**src/rtl/dbg_run_ctrl.sv**
```systemverilog
// Multi-channel run-control engine: halt/resume/step command strobes drive
// registered per-channel clock enables, with N-cycle stepping and a cycle-count breakpoint.
module dbg_run_ctrl #(
  parameter int unsigned NUM_CH = 2,
  parameter int unsigned STEP_W = 8,
  parameter int unsigned BRK_W  = 16
) (
  input  logic              sys_clk,
  input  logic              dbg_rst,
  input  logic              halt_req,
  input  logic              resume_req,
  input  logic              step_req,
  input  logic [NUM_CH-1:0] ch_sel,
  input  logic [STEP_W-1:0] step_count,
  input  logic              brk_en,
  input  logic [BRK_W-1:0]  brk_cycles,
  output logic [NUM_CH-1:0] clk_en,
  output logic [NUM_CH-1:0] halted,
  output logic              busy,
  output logic              step_done,
  output logic              brk_hit
);

  typedef enum logic [0:0] {IDLE, STEP} state_t;

  state_t              state, state_n;
  logic [NUM_CH-1:0]   run_mask, run_mask_n;
  logic [NUM_CH-1:0]   step_ch, step_ch_n;
  logic [STEP_W-1:0]   step_cnt, step_cnt_n;
  logic [BRK_W-1:0]    brk_cnt, brk_cnt_n;
  logic                hit, done, brk_act;

  always_comb begin
    state_n    = state;
    run_mask_n = run_mask;
    step_ch_n  = step_ch;
    step_cnt_n = step_cnt;
    brk_cnt_n  = brk_cnt;
    hit        = 1'b0;
    done       = 1'b0;
    brk_act    = brk_en && (brk_cycles != '0) && (|clk_en);

    unique case (state)
      IDLE: begin
        step_ch_n = '0;
        if (halt_req)
          run_mask_n = run_mask_n & ~ch_sel;
        if (resume_req)
          run_mask_n = run_mask_n | (ch_sel & ~(halt_req ? ch_sel : '0));

        // A breakpoint hit overrides a coincident resume/step: everything halts.
        if (!brk_en) begin
          brk_cnt_n = '0;
        end else if (brk_act && (brk_cnt + BRK_W'(1) == brk_cycles)) begin
          hit        = 1'b1;
          run_mask_n = '0;
          brk_cnt_n  = '0;
        end else if (resume_req) begin
          brk_cnt_n = '0;
        end else if (brk_act) begin
          brk_cnt_n = brk_cnt + BRK_W'(1);
        end

        if (step_req && !hit) begin
          step_ch_n = ch_sel & ~run_mask_n;
          if (step_ch_n != '0) begin
            state_n    = STEP;
            step_cnt_n = (step_count == '0) ? STEP_W'(1) : step_count;
          end
        end
      end

      STEP: begin
        if (halt_req) begin
          run_mask_n = run_mask_n & ~ch_sel;
          step_ch_n  = step_ch_n & ~ch_sel;
        end
        if (step_ch_n == '0) begin
          state_n = IDLE;
        end else if (step_cnt == STEP_W'(1)) begin
          state_n   = IDLE;
          step_ch_n = '0;
          done      = 1'b1;
        end else begin
          step_cnt_n = step_cnt - STEP_W'(1);
        end
      end

      default: state_n = IDLE;
    endcase
  end

  always_ff @(posedge sys_clk) begin
    if (!dbg_rst) begin
      state     <= IDLE;
      run_mask  <= '1;
      step_ch   <= '0;
      step_cnt  <= '0;
      brk_cnt   <= '0;
      clk_en    <= '1;
      halted    <= '0;
      busy      <= 1'b0;
      step_done <= 1'b0;
      brk_hit   <= 1'b0;
    end else begin
      state     <= state_n;
      run_mask  <= run_mask_n;
      step_ch   <= step_ch_n;
      step_cnt  <= step_cnt_n;
      brk_cnt   <= brk_cnt_n;
      clk_en    <= run_mask_n | step_ch_n;
      halted    <= ~run_mask_n;
      busy      <= (state_n == STEP);
      step_done <= done;
      brk_hit   <= hit;
    end
  end

endmodule

```
**config.mk**
```make
export PLATFORM = sky130hd
export DESIGN_NAME = dbg_run_ctrl
export DESIGN_NICKNAME = d
export VERILOG_FILES = /design/src/rtl/dbg_run_ctrl.sv
export SDC_FILE = /design/constraint.sdc
export NUM_CORES = 1
export LEC_CHECK = 0
export BUFFER_PORTS_ARGS = -buffer_cell sky130_fd_sc_hd__buf_2
export CORE_ASPECT_RATIO = 0.8
export CORE_UTILIZATION = 60
export CTS_CLUSTER_SIZE = 30
export DETAILED_ROUTE_END_ITERATION = 16
export PLACE_DENSITY = 0.83
export RECOVER_POWER = 50
export SLEW_MARGIN = 20
export SYNTH_ARGS = -nofsm -noshare
export SYNTH_HDL_FRONTEND = slang
export SYNTH_SLANG_ARGS = --single-unit
```
**constraint.sdc**
```tcl
create_clock -name sys_clk -period 6.65 [get_ports sys_clk]
set_input_delay 0.665 -clock sys_clk [delete_from_list [all_inputs] [get_ports sys_clk]]
set_output_delay 0.665 -clock sys_clk [all_outputs]
set_load 0.01 [all_outputs]
```
* Yosys cells after proc, flatten, opt, wreduce, memory -nomap -nowiden
Cells that the tools add are included.
** Word-level totals
- Register bits :: 35
- Input bits :: 32
- Output and inout port bits :: 7
- Logic and storage cells :: 77
** Cells by class
- Add/subtract/negate cells :: 2
- Equal/unequal tests :: 7
- Muxes and demuxes :: 33
- Bitwise gates (word level) :: 12
- Reduce and logical (&&, ||, !) cells :: 14
** Operators by type and width (number)
- 16-bit 2-to-1 mux :: 4
- 8-bit 2-to-1 mux :: 5
- 2-bit 2-to-1 mux :: 12
- 16-bit by 1-bit adder with 16-bit output, second input constant :: 1
- 16-bit == test :: 1
- 8-bit case mux with 2 select lines :: 1
- 16-bit nonzero test :: 1
- 2-bit AND :: 4
- 8-bit by 1-bit == test with 1-bit output, second input constant :: 1
- 8-bit zero test :: 1
- 1-bit 2-to-1 mux :: 8
- 2-bit inequality test, second input constant :: 4
- 2-bit inverter :: 4
- 2-bit case mux with 2 select lines :: 2
- 8-bit by 1-bit subtractor with 8-bit output, second input constant :: 1
- 1-bit logical AND :: 4
- 4-bit by 2-bit inequality test with 1-bit output, second input constant :: 1
- 2-bit OR :: 2
- 4-bit AND reduction :: 1
- 2-bit OR reduction :: 2
- 3-bit OR reduction :: 1
- 2-bit zero test :: 1
- 1-bit inverter :: 2
- 1-bit case mux with 2 select lines :: 1
- other kinds (3) :: 3

* Longest topological paths before layout
Gate-level depths: netlist of run 1.
- Depth in word-level cells :: 15
- Mapped depth :: 10
- Depth with buffers taken out :: 8

* Least setup slack after synthesis of run 1
No wires, ideal clock.
- Path kind :: register to register
- Start point :: register brk_cnt[0]
- End point :: register brk_cnt[6]
- Library setup time :: 115 ps
- Data arrival time :: 2235 ps
- Data required time :: 6535 ps
- Path slack :: 4301 ps
- Cell stages (with the launch flop) :: 10
- Buffers on the path :: 1
- Clock period less this slack :: 2349 ps
- Cell sequence :: dfxtp_1 > ha_1 > nand3_2 > nor3_2 > nand3_1 > a311oi_2 > and4_4 > buf_2 > nor3_1 > o21a_1
** On the way
- Word-level cells in the longest chain between the ends :: 5
- Elaborated cells on any way between the ends :: 9
- Classes of those cells :: add/sub: 1; eq/ne: 2; mux: 4; reduce/logical: 2
** RTL lines
- from (decl) :: line 30 : logic [BRK_W-1:0] brk_cnt, brk_cnt_n;
- from (signal assigned) :: line 110 : brk_cnt <= brk_cnt_n;
- 16-bit by 1-bit adder with 16-bit output * :: line 54, 61
- 16-bit == test or 16-bit 2-to-1 mux (tied branches) :: line 54, 60
- 1-bit logical AND or 16-bit 2-to-1 mux (tied branches) :: line 54, 58
- 4-bit by 2-bit inequality test with 1-bit output (no line) or 16-bit 2-to-1 mux (tied branches)
- 2-bit AND reduction (no line) or 16-bit 2-to-1 mux (tied branches)
Every way passes the cells marked *; elsewhere a longest branch is shown, timed or not. The select of a mux whose other input is x is not followed.
A chain may end at the register's enable or synchronous reset.

* Worst setup path in the final report of run 1
- Start point :: register brk_cnt[0]
- End point :: register step_cnt[0]
** On the way
- Word-level cells in the longest chain between the ends :: 11
- Elaborated cells on any way between the ends :: 17
- Classes of those cells :: add/sub: 1; eq/ne: 3; mux: 6; bitwise: 2; reduce/logical: 5
** RTL lines
- 16-bit by 1-bit adder with 16-bit output * :: line 54 : end else if (brk_act && (brk_cnt + BRK_W'(1) == brk_cycles)) begin
- 16-bit == test * :: line 54
- 1-bit logical AND * :: line 54
- 2-bit 2-to-1 mux :: line 54
- 2-bit 2-to-1 mux :: line 52 : if (!brk_en) begin
- 2-bit 2-to-1 mux :: line 43 : unique case (state)
- 2-bit inverter :: line 65 : step_ch_n = ch_sel & ~run_mask_n;
- 2-bit AND :: line 65
- 2-bit nonzero test :: line 66 : if (step_ch_n != '0) begin
- 2-bit inequality test (no line)
- 4-bit AND reduction (no line) *
- to (signal assigned) :: line 109 : step_cnt <= step_cnt_n;
- to (decl) :: line 29 : logic [STEP_W-1:0] step_cnt, step_cnt_n;
Marked as above.

==> results.tsv, run 1 <==
stage	metric	value	unit
floorplanning	io_pins	39	
clock_network	postCtsHoldBufs	0	
global_routing	grt_max_degree	22	
cells_and_area	finalNetCount	399	
routing	wire_per_inst	18.09	um
critical_path	crit_path_top_delay_cell	and4_1	
floorplanning	rows	21	
synth	post_synth.cell_area_avg	7.933	sq um
routing	final_routed_drc_violation_total	0	
clock_network	cts_post_setup_buffers_inserted	0	
routing	vias	2839	
synth	netlist-cell-type-count	66	
critical_path	worstPathMaxFanout	21	
status	status	completed	
synth	synth_seq_cells	35	
synth	postSynthCellCount	338	
cells_and_area	n_fill_cell	363	
floorplanning	die_x_extent	76.74	um
sta	timing.max_slew.rel_slack	47.62	%
pwr	worst_ir_drop_vdd	0.1523	mV
sta	max_clock_freq	292.1	MHz
cells_and_area	layout.cell_area.non_filler	2913	sq um
clock_network	cts.sinks	35	
cells_and_area	layout-area-overhead-vs-synth	8.633	%
synth	ys_dominant_reg_cell	dfxtp_1	
sta	finalCritPeriodShare	51.48	%
critical_path	cp-end-kind	register	
sta	final_hold_viol_count	0	
critical_path	worst-setup-path-type	reg2reg	
worst_hold_path	hp-class	reg2reg	
clock_network	clk_root_buffer_cell	clkbuf_8	
sta	timing_max_transition_violations_final	0	
placed_design	dpl-instance-area	2844	sq um
sta	setup_viol	0	
placed_design	gpl.final_weighted_congestion	1.039	
pwr	pwrdens	170.9	nW/um^2
clock_network	htree_num_levels	2	
sta	setup-tns-final	0	ns
clock_network	numCtsBuffers	5	
routing	drt-total-wl	7.614	mm
cells_and_area	insertedDiodeCount	0	
synth	synth-edff-count	0	
critical_path	cp.required	6.85	ns
synth	synth.yosys.warnings	0	
critical_path	setup.worst_path.start_class	register	
floorplanning	die_area	4742	sq um
floorplanning	core_area	4230	sq um
run	drv_cap	0	
placed_design	detailed_place_hpwl	5.658	mm
floorplanning	floorplan.initialDensity	63.38	%
sta	tightestPinTransition	0.7856	ns
critical_path	cp_cell_sequence	ha_1 -> nand3_1 -> nor3_1 -> nand3_1 -> a311oi_1 -> and4_1 -> nor3_1 -> o32ai_2	
global_routing	first_global_vias	2380	
sta	rsz0062_at_grt	no	
cells_and_area	post_route_cells_drive_above_1_share	15.11	%
placed_design	port-buffer-count	38	
routing	final_ant_viol_nets	0	
clock_network	cts_resized	0	
clock_network	cts_tree	built	
synth	synth.net_count	373	
routing	drt_first_pass_iters	5	
global_routing	antenna_violations_before_repair	0	
synth	synth_async_sr_flop_share	0	%
global_routing	overall_global_routing_usage	32.07	%
synth	yosysSeqAreaShare	26.13	%
sta	fin_worst_skew	0.009347	ns
sta	final.min_clock_period	3.424	ns
routing	drt-initial-drc-count	343	
clock_network	clkSlewWorstSetupHoldPaths	0.07	ns
clock_network	clkLatencyLatePin	0.29	ns
critical_path	worstPathArrival	3.62	ns
clock_network	clockBufferDepth	2	
synth	synth.cell_area	2681	sq um
critical_path	cp_max_stage_delay	0.77	ns
floorplanning	die-height	61.79	um
pwr	p_leak	1.030	nW
global_routing	grt_first_pass_wirelength	11.72	mm
global_routing	gr-total-overflow	0	
routing	detail_route.vias_per_cell	6.743	
==> per-layer routing <==
layer  wire length [um]  part of all wire (%)  up-vias  GRT usage [%]
li1                   -                     -     1322              -
met1               3503                    46     1329          45.90
met2               3180                    42      180          46.17
met3                867                    11        8          11.39
met4                 63                  0.83        0          6.319
met5                  0                     0        -              0
==> flip-flops by register name, summed over array words and instances (netlist names) <==
| register | flops |
|---|---|
| brk_cnt | 16 |
| brk_hit | 1 |
| step_ch | 2 |
| step_cnt | 8 |
| clk_en | 2 |
| halted | 2 |
| state | 1 |
| run_mask | 2 |
| step_done | 1 |
==> worst max-delay path, delay by kind of cell, from the launching register on <==
kind | cells | cell delay (ns)
compound gates | 2 | 0.63
fa+ha+maj | 1 | 0.36
flops | 1 | 0.50
simple gates | 5 | 1.83
==> layout by cell type (no fill, tap or decap), drive strengths merged, types with 6 or more instances in the layout <==
cell type  Yosys  final
a211oi         9      9
a21o          10     10
a21oi         12     12
and3           7      7
buf           13     31
clkbuf         6     13
dfxtp         35     35
inv            9      9
mux2i          6      6
nand2         24     24
nand2b         8      8
nand3         21     21
nand4         11     11
nor2          24     24
nor2b          6      6
nor3          11     11
nor4          12     12
o21ai         22     22
xnor2         14     14
==> layout make-up <==
class                      instances  area, sq um  area share [%]
multi-input combinational        275         1823           62.59
timing repair buffer              38        181.4           6.229
tap                               57        71.32           2.448
inverter                           9        33.78           1.160
clock buffer                       6        72.57           2.491
clock inverter                     1        30.03           1.031
sequential                        35        700.7           24.06
==> synth_stat cells, types with 10 or more instances <==
library cell,count,area (sq um)
nand3_1,19,95.09
a21oi_1,11,55.05
a21o_1,10,75.07
xnor2_1,14,122.6
dfxtp_1,35,700.7
buf_2,10,50.05
o21ai_0,18,90.09
nand2_1,23,86.33
nor2_1,23,86.33
==> logic make-up after synthesis <==
family          share of synthesized area (%)
compound gates                          24.78
xor+xnor                                6.206
fa+ha+maj                               1.400
buf+inv                                 4.946
flops                                   26.13
mux                                     3.080
simple gates                            33.46
==> power by group <==
part           internal (W)  switching [W]
clock              0.000110      0.0000756
combinational     0.0000352      0.0000497
sequential         0.000217      0.0000103
==> through the flow <==
stage               utilization (%)   power, W  setup slack [ns]  hold slack (ns)  std cells
finish                        68.86  0.0004979             3.226           0.5225        421
global route                  68.86  0.0005171             2.942           0.5495        421
CTS                           69.65  0.0004963             3.789           0.5200        421
detailed placement            67.23  0.0003142             3.827           0.5081        414
global placement              67.23  0.0003123             3.839           0.4924        414
floorplan                         -  0.0002840             4.301           0.4649        338
==> path summary, 6_finish.rpt <==
check / cells past startpoint / slack [ns] / end / startpoint
max: 8 / 3.23 / step_cnt[0]$_SDFFE_PN0P_ / brk_cnt[0]$_SDFFE_PN0P_
min: 2 / 0.52 / step_cnt[7]$_SDFFE_PN0P_ / step_cnt[7]$_SDFFE_PN0P_
max reg2reg: 8 / 3.23 / step_cnt[0]$_SDFFE_PN0P_ / brk_cnt[0]$_SDFFE_PN0P_
min reg2reg: 2 / 0.52 / step_cnt[7]$_SDFFE_PN0P_ / step_cnt[7]$_SDFFE_PN0P_
Note: power is estimated with default switching activity, not from simulation.
==> run 2: changes to the inputs <==
- ABC_AREA: unset -> 1
- CORE_UTILIZATION: 60 -> 58
- PLACE_DENSITY: 0.83 -> 0.81
- clock period: 6.65 -> 3.2 ns (I/O delays scaled with it)
==> run 2 against run 1 <==
Net effect:
- maximum frequency rose by 27%
- setup slack got worse by 2.7 ns
- core utilization barely moved
- sequential share of layout area shrank 0.16 points
- cell count increased by 26%
- via count increased by 2.9%
==> results.tsv, run 2 <==
stage	metric	value	unit	change
critical_path	cp_max_stage_delay	0.45	ns	was 0.77 ns
synth	postSynthCellCount	436		was 338
pwr	p_leak	1.391	nW	was 1.030 nW
pwr	worst_ir_drop_vdd	0.3320	mV	was 0.1523 mV
pwr	seqPwrFrac	43.7	%	was 45.7%
floorplanning	die_x_extent	77.25	um	was 76.74 um
cells_and_area	max_flop_register	brk_cnt		unchanged
global_routing	first_global_vias	2504		was 2380
critical_path	path_delay_family	simple AND/OR/NAND/NOR gates		unchanged
clock_network	numCtsBuffers	5		unchanged
cells_and_area	register_area	700.7	sq um	unchanged
placed_design	dp_slack	0.7112	ns	was 3.827 ns
global_routing	grt_max_degree	22		unchanged
global_routing	gr-total-overflow	0		unchanged
critical_path	cp_cell_sequence	nand2_2 -> inv_1 -> nand2_1 -> nor2_1 -> nand4_1 -> nand2_2 -> nand2_2 -> nand2_1 -> nor2_1 -> nand3_1 -> nand3_2 -> nand2_2 -> clkinvlp_2 -> nand3_4 -> nand2_1 -> nand2_1 -> nor2_1		was ha_1 -> nand3_1 -> nor3_1 -> nand3_1 -> a311oi_1 -> and4_1 -> nor3_1 -> o32ai_2
critical_path	cp.required	3.40	ns	was 6.85 ns
critical_path	source_of_the_worst_register_to_register_timing_path	brk_cnt[3]$_SDFFE_PN0P_		was brk_cnt[0]$_SDFFE_PN0P_
clock_network	cts_post_setup_buffers_inserted	0		unchanged
sta	max_clock_freq	371.4	MHz	was 292.1 MHz
sta	setup_viol	0		unchanged
sta	finalCritPeriodShare	84.13	%	was 51.48%
pwr	clkPwrFrac	38.2	%	was 37.3%
sta	rsz0062_at_grt	no		unchanged
run	drv_cap	0		unchanged
critical_path	regToRegEndpoint	step_cnt[1]$_SDFFE_PN0P_		was step_cnt[0]$_SDFFE_PN0P_
critical_path	setup.worst_path.start_class	register		unchanged
sta	timing_max_transition_violations_final	0		unchanged
sta	timing.max_slew.rel_slack	50.41	%	was 47.62%
routing	vias	2920		was 2839
critical_path	worst-setup-path-type	reg2reg		unchanged
routing	drt-initial-drc-count	298		was 343
synth	post-synth-top-area-fraction	26.67	%	was 26.13%
worst_hold_path	hold-path-endpoint	run_mask[1]$_SDFF_PN1_		was step_cnt[7]$_SDFFE_PN0P_
cells_and_area	mostFrequentLayoutCell	nand2_1		was dfxtp_1
clock_network	cts_resized	0		unchanged
pwr	sw_frac_of_total	29.66	%	was 27.25%
clock_network	cts_tree	built		unchanged
critical_path	rrSetupSlack	0.51	ns	was 3.23 ns
synth	synth.cell_area	2628	sq um	was 2681 sq um
cells_and_area	largestRegisters	brk_cnt x16, step_cnt x8		unchanged
floorplanning	die-height	62.20	um	was 61.79 um
cells_and_area	final_core_utilization	68.90	%	was 68.86%
synth	post_synth.cell_area_avg	6.026	sq um	was 7.933 sq um
routing	drt-total-wl	6.901	mm	was 7.614 mm
global_routing	antenna_violations_before_repair	0		unchanged
cells_and_area	multiInputGateArea	1648	sq um	was 1823 sq um
global_routing	overall_global_routing_usage	29.68	%	was 32.07%
worst_hold_path	holdCritStartpoint	dbg_rst		was step_cnt[7]$_SDFFE_PN0P_
synth	synth_async_sr_flop_share	0	%	unchanged
routing	detail_route.vias_per_cell	5.499		was 6.743
pwr	intPower	0.0007636	W	was 0.0003622 W
worst_hold_path	hp-class	in2reg		was reg2reg
floorplanning	rows	21		unchanged
synth	yosysSeqAreaShare	26.67	%	was 26.13%
cells_and_area	layout-area-overhead-vs-synth	11.62	%	was 8.633%
floorplanning	io_pins	39		unchanged
pwr	total_power	0.001086	W	was 0.0004979 W
floorplanning	core_area	4257	sq um	was 4230 sq um
cells_and_area	n_fill_cell	402		was 363
placed_design	detailed_place_hpwl	5.142	mm	was 5.658 mm
routing	drt_first_pass_iters	5		unchanged
cells_and_area	post_route_cells_drive_above_1_share	12.87	%	was 15.11%
critical_path	cp-end-kind	register		unchanged
global_routing	grt_first_pass_wirelength	11.35	mm	was 11.72 mm
clock_network	clkLatencyLatePin	0.30	ns	was 0.29 ns
cells_and_area	layout.cells.most_common_list	nand2_1, nor2_1, inv_1		was dfxtp_1, buf_2, nand2_1, nor2_1, nand3_1
synth	netlist.top_cell.by_area	dfxtp_1		unchanged
synth	post-synth-top-count-cell	nand2_1		was dfxtp_1
sta	setup-tns-final	0	ns	unchanged
sta	final_hold_viol_count	0		unchanged
cells_and_area	finalNetCount	508		was 399
clock_network	clk_root_buffer_cell	clkbuf_8		unchanged
synth	synth.yosys.warnings	0		unchanged
status	status	completed		unchanged
sta	final.min_clock_period	2.692	ns	was 3.424 ns
critical_path	crit_cells	17		was 8
floorplanning	die_area	4805	sq um	was 4742 sq um
pwr	pwrdens	370.1	nW/um^2	was 170.9 nW/um^2
placed_design	port-buffer-count	38		unchanged
pwr	switching_power	0.0003220	W	was 0.0001357 W
critical_path	worstPathArrival	2.89	ns	was 3.62 ns
synth	ys_dominant_reg_cell	dfxtp_1		unchanged
clock_network	clkSlewWorstSetupHoldPaths	0.08	ns	was 0.07 ns
synth	most_frequent_cells_after_synthesis	nand2_1, nor2_1, inv_1		was dfxtp_1, nand2_1, nor2_1
critical_path	worstPathMaxFanout	14		was 21
cells_and_area	largest_register_ff_count	16		unchanged
synth	synth-edff-count	0		unchanged
critical_path	crit_path_top_delay_cell	dfxtp_1		was and4_1
routing	wire_per_inst	13.00	um	was 18.09 um
cells_and_area	insertedDiodeCount	0		unchanged
floorplanning	floorplan.initialDensity	61.73	%	was 63.38%
synth	yosys-top-cells-area	dfxtp_1, nand2_1, nand3_1		was dfxtp_1, xnor2_1, nand3_1
sta	timing.hold.ws	0.3482	ns	was 0.5225 ns
clock_network	htree_num_levels	2		unchanged
clock_network	postCtsHoldBufs	0		unchanged
sta	fin_worst_skew	0.01273	ns	was 0.009347 ns
sta	setup_ws	0.5078	ns	was 3.226 ns
routing	final_ant_viol_nets	0		unchanged
synth	netlist-cell-type-count	37		was 66
sta	tightestPinTransition	0.7430	ns	was 0.7856 ns
routing	final_routed_drc_violation_total	0		unchanged
clock_network	clockBufferDepth	2		unchanged
synth	synth.net_count	471		was 373
critical_path	path_buf_inv	2		was 0
clock_network	cts.sinks	35		unchanged
critical_path	ff2ff_path_depth	17		was 8
synth	synth_seq_cells	35		unchanged
placed_design	gpl.final_weighted_congestion	0.9307		was 1.039
pwr	power.combinational.fraction	18.2	%	was 17.1%
worst_hold_path	hold_depth	2		unchanged
run 2: cells by family after synthesis:
| family | Yosys count | share of synthesized area (%) |
|---|---|---|
| and+or+nand+nor | 286 | 50.29 |
| buffers and inverters | 66 | 10.19 |
| AOI/OAI and AO/OA | 37 | 7.857 |
| DFF | 35 | 26.67 |
| xor gates and xnor gates | 8 | 3.190 |
| adders and majority gates | 3 | 1.429 |
| muxes | 1 | 0.3810 |
run 2: per-stage QoR:
step | area (sq um) | cells
global placement | 2844 | 523
detailed placement | 2844 | 523
floorplan | 2628 | 436
finish | 2933 | 531
CTS | 2957 | 531
global route | 2933 | 531
run 2: power groups by stage:
stage          registers, W  clock network, W  logic, W
5_1_grt            0.000476          0.000434  0.000224
4_1_cts            0.000473          0.000416  0.000199
2_1_floorplan      0.000480                 0  0.000141
3_5_place_dp       0.000483                 0  0.000195
6_report           0.000474          0.000414  0.000197
3_3_place_gp       0.000483                 0  0.000193
run 2: how the worst max path moves through the flow:
stage | start | endpoint | slack [ns]
after floorplan | brk_cnt[0]$_SDFFE_PN0P_ | step_cnt[3]$_SDFFE_PN0P_ | 1.10
after global placement | brk_cnt[3]$_SDFFE_PN0P_ | brk_cnt[12]$_SDFFE_PN0P_ | 0.79
after detailed placement | brk_cnt[0]$_SDFFE_PN0P_ | brk_cnt[2]$_SDFFE_PN0P_ | 0.71
after CTS | brk_cnt[0]$_SDFFE_PN0P_ | brk_cnt[12]$_SDFFE_PN0P_ | 0.68
after global routing | brk_cnt[0]$_SDFFE_PN0P_ | step_cnt[6]$_SDFFE_PN0P_ | 0.20
final | brk_cnt[3]$_SDFFE_PN0P_ | step_cnt[1]$_SDFFE_PN0P_ | 0.51
run 2: layout make-up:
class                      instances  share of cell area, %
multi-input combinational        335                  56.19
sequential                        35                  23.89
clock inverter                     3                  1.493
tap                               57                  2.432
inverter                          58                  7.466
clock buffer                       5                  2.346
timing repair buffer              38                  6.186
run 2: metal layers:
| metal | vias to the layer above | global-route usage [%] | routed length (um) |
|---|---|---|---|
| li1 | 1478 | - | - |
| met1 | 1325 | 40.98 | 3211 |
| met2 | 109 | 46.35 | 3020 |
| met3 | 8 | 6.176 | 600 |
| met4 | 0 | 8.726 | 69 |
| met5 | - | 0 | 0 |
==> run 3: changes to the inputs <==
- clock period: 3.2 -> 2.65 ns (I/O delays scaled with it)
==> run 3 against run 2 <==
Net effect:
- core utilization up 2.0 points
- worst hold slack worse by 0.063 ns
- sequential cell count stayed put
- sequential power is 20% higher
- critical path type unchanged
- largest cell class unchanged
==> results.tsv, run 3 (synthesized netlist as in run 2, its figures left out) <==
stage	metric	value	unit	change
clock_network	clkSlewWorstSetupHoldPaths	0.09	ns	was 0.08 ns
global_routing	overall_global_routing_usage	28.85	%	was 29.68%
routing	drt_first_pass_iters	5		unchanged
cells_and_area	mostFrequentLayoutCell	nand2_1		unchanged
sta	timing.max_slew.rel_slack	46.23	%	was 50.41%
cells_and_area	post_route_cells_drive_above_1_share	15.09	%	was 12.87%
sta	final.min_clock_period	2.478	ns	was 2.692 ns
clock_network	cts.sinks	35		unchanged
floorplanning	die_x_extent	77.25	um	unchanged
run	drv_cap	0		unchanged
routing	vias	2909		was 2920
floorplanning	die-height	62.20	um	unchanged
critical_path	cp-end-kind	register		unchanged
routing	final_routed_drc_violation_total	0		unchanged
floorplanning	core_area	4257	sq um	unchanged
placed_design	detailed_place_hpwl	5.017	mm	was 5.142 mm
global_routing	grt_first_pass_wirelength	10.99	mm	was 11.35 mm
routing	detail_route.vias_per_cell	5.448		was 5.499
pwr	pwrdens	439.5	nW/um^2	was 370.1 nW/um^2
cells_and_area	layout-area-overhead-vs-synth	14.81	%	was 11.62%
clock_network	htree_num_levels	2		unchanged
cells_and_area	largestRegisters	brk_cnt x16, step_cnt x8		unchanged
clock_network	cts_tree	built		unchanged
critical_path	worst-setup-path-type	reg2reg		unchanged
cells_and_area	max_flop_register	brk_cnt		unchanged
pwr	p_leak	1.409	nW	was 1.391 nW
sta	setup-tns-final	0	ns	unchanged
clock_network	numCtsBuffers	5		unchanged
routing	drt-total-wl	6.872	mm	was 6.901 mm
sta	final_hold_viol_count	0		unchanged
routing	drt-initial-drc-count	309		was 298
worst_hold_path	hp-class	in2reg		unchanged
status	status	completed		unchanged
placed_design	port-buffer-count	38		unchanged
critical_path	cp.required	2.79	ns	was 3.40 ns
sta	finalCritPeriodShare	93.51	%	was 84.13%
floorplanning	floorplan.initialDensity	61.73	%	unchanged
sta	fin_worst_skew	0.01309	ns	was 0.01273 ns
routing	wire_per_inst	12.87	um	was 13.00 um
global_routing	grt_max_degree	22		unchanged
cells_and_area	finalNetCount	511		was 508
cells_and_area	layout.cells.most_common_list	nand2_1, nor2_1, inv_1		unchanged
critical_path	worstPathMaxFanout	15		was 14
cells_and_area	layoutNonFillerInstCount	534		was 531
clock_network	clk_root_buffer_cell	clkbuf_8		unchanged
floorplanning	rows	21		unchanged
placed_design	gpl.final_weighted_congestion	0.9180		was 0.9307
global_routing	first_global_vias	2462		was 2504
sta	timing_max_transition_violations_final	0		unchanged
pwr	worst_ir_drop_vdd	0.4050	mV	was 0.3320 mV
routing	final_ant_viol_nets	0		unchanged
global_routing	antenna_violations_before_repair	0		unchanged
clock_network	clkLatencyLatePin	0.30	ns	about the same
global_routing	gr-total-overflow	0		unchanged
sta	max_clock_freq	403.6	MHz	was 371.4 MHz
sta	tightestPinTransition	0.8066	ns	was 0.7430 ns
cells_and_area	insertedDiodeCount	0		unchanged
floorplanning	io_pins	39		unchanged
critical_path	worstPathArrival	2.62	ns	was 2.89 ns
critical_path	setup.worst_path.start_class	register		unchanged
clock_network	clockBufferDepth	2		unchanged
sta	setup_viol	0		unchanged
placed_design	dp.cells	524		was 523
floorplanning	die_area	4805	sq um	unchanged
cells_and_area	largest_register_ff_count	16		unchanged
run 3: worst paths after layout:
check,start,to,slack [ns],cells past startpoint
hold / removal,dbg_rst,run_mask[1]$_SDFF_PN1_,0.28,2
setup / recovery,brk_cnt[3]$_SDFFE_PN0P_,brk_cnt[15]$_SDFFE_PN0P_,0.17,14
setup reg to reg,brk_cnt[3]$_SDFFE_PN0P_,brk_cnt[15]$_SDFFE_PN0P_,0.17,14
hold reg to reg,brk_cnt[15]$_SDFFE_PN0P_,brk_cnt[15]$_SDFFE_PN0P_,0.50,2
run 3: routing by layer:
| layer | track usage, % | wire length, um |
|---|---|---|
| met4 | 7.311 | 48 |
| met5 | 0 | 0 |
| met1 | 41.24 | 3185 |
| met2 | 44.14 | 2913 |
| met3 | 5.735 | 724 |
run 3: per-stage QoR:
step	power [W]	setup slack, ns	hold slack, ns	instance area, sq um	util, %
after floorplan	0.0007490	0.5490	0.4301	2628	-
after global placement	0.0008178	0.2445	0.4715	2851	66.99
after detailed placement	0.0008206	0.1572	0.4838	2851	66.99
after CTS	0.001311	0.1383	0.2870	2964	69.64
after global routing	0.001389	-0.01045	0.3029	3017	70.87
final	0.001326	0.1720	0.2848	3017	70.87
run 3: timing repair:
item | CTS | global route
resized for setup | 0 | 9
hold buffers | 0 | 0
setup buffers | 0 | 1
setup endpoints to repair | 0 | 23
run 3: layout make-up:
class                   count  area (sq um)
repair buffers             40         206.4
clock inverters             3         43.79
inverters                  58         226.5
clock buffers               5         68.82
multi-input cells         336          1698
well taps                  57         71.32
fillers                   391          1240
flip-flops and latches     35         701.9
run 3: critical path, cell delays in order (launching register included):
cell and delay (ns):
dfxtp_1 0.46, nand2_2 0.15, inv_1 0.12, nand2_1 0.06, nor2_1 0.23, nand4_1 0.21
nand3b_1 0.17, nand2_1 0.09, nor2_1 0.11, nand3_2 0.13, nand3_1 0.17, clkinvlp_4 0.13
buf_12 0.16, nand3_1 0.07, a21oi_1 0.06
run 3: where the power goes:
part / switching, W / internal, W / leakage (nW) / total, W
Clock: 0.000220 / 0.000280 / 0.0581 / 0.000501
Sequential: 0.0000194 / 0.000549 / 0.285 / 0.000569
Combinational: 0.000157 / 0.0000994 / 1.07 / 0.000256
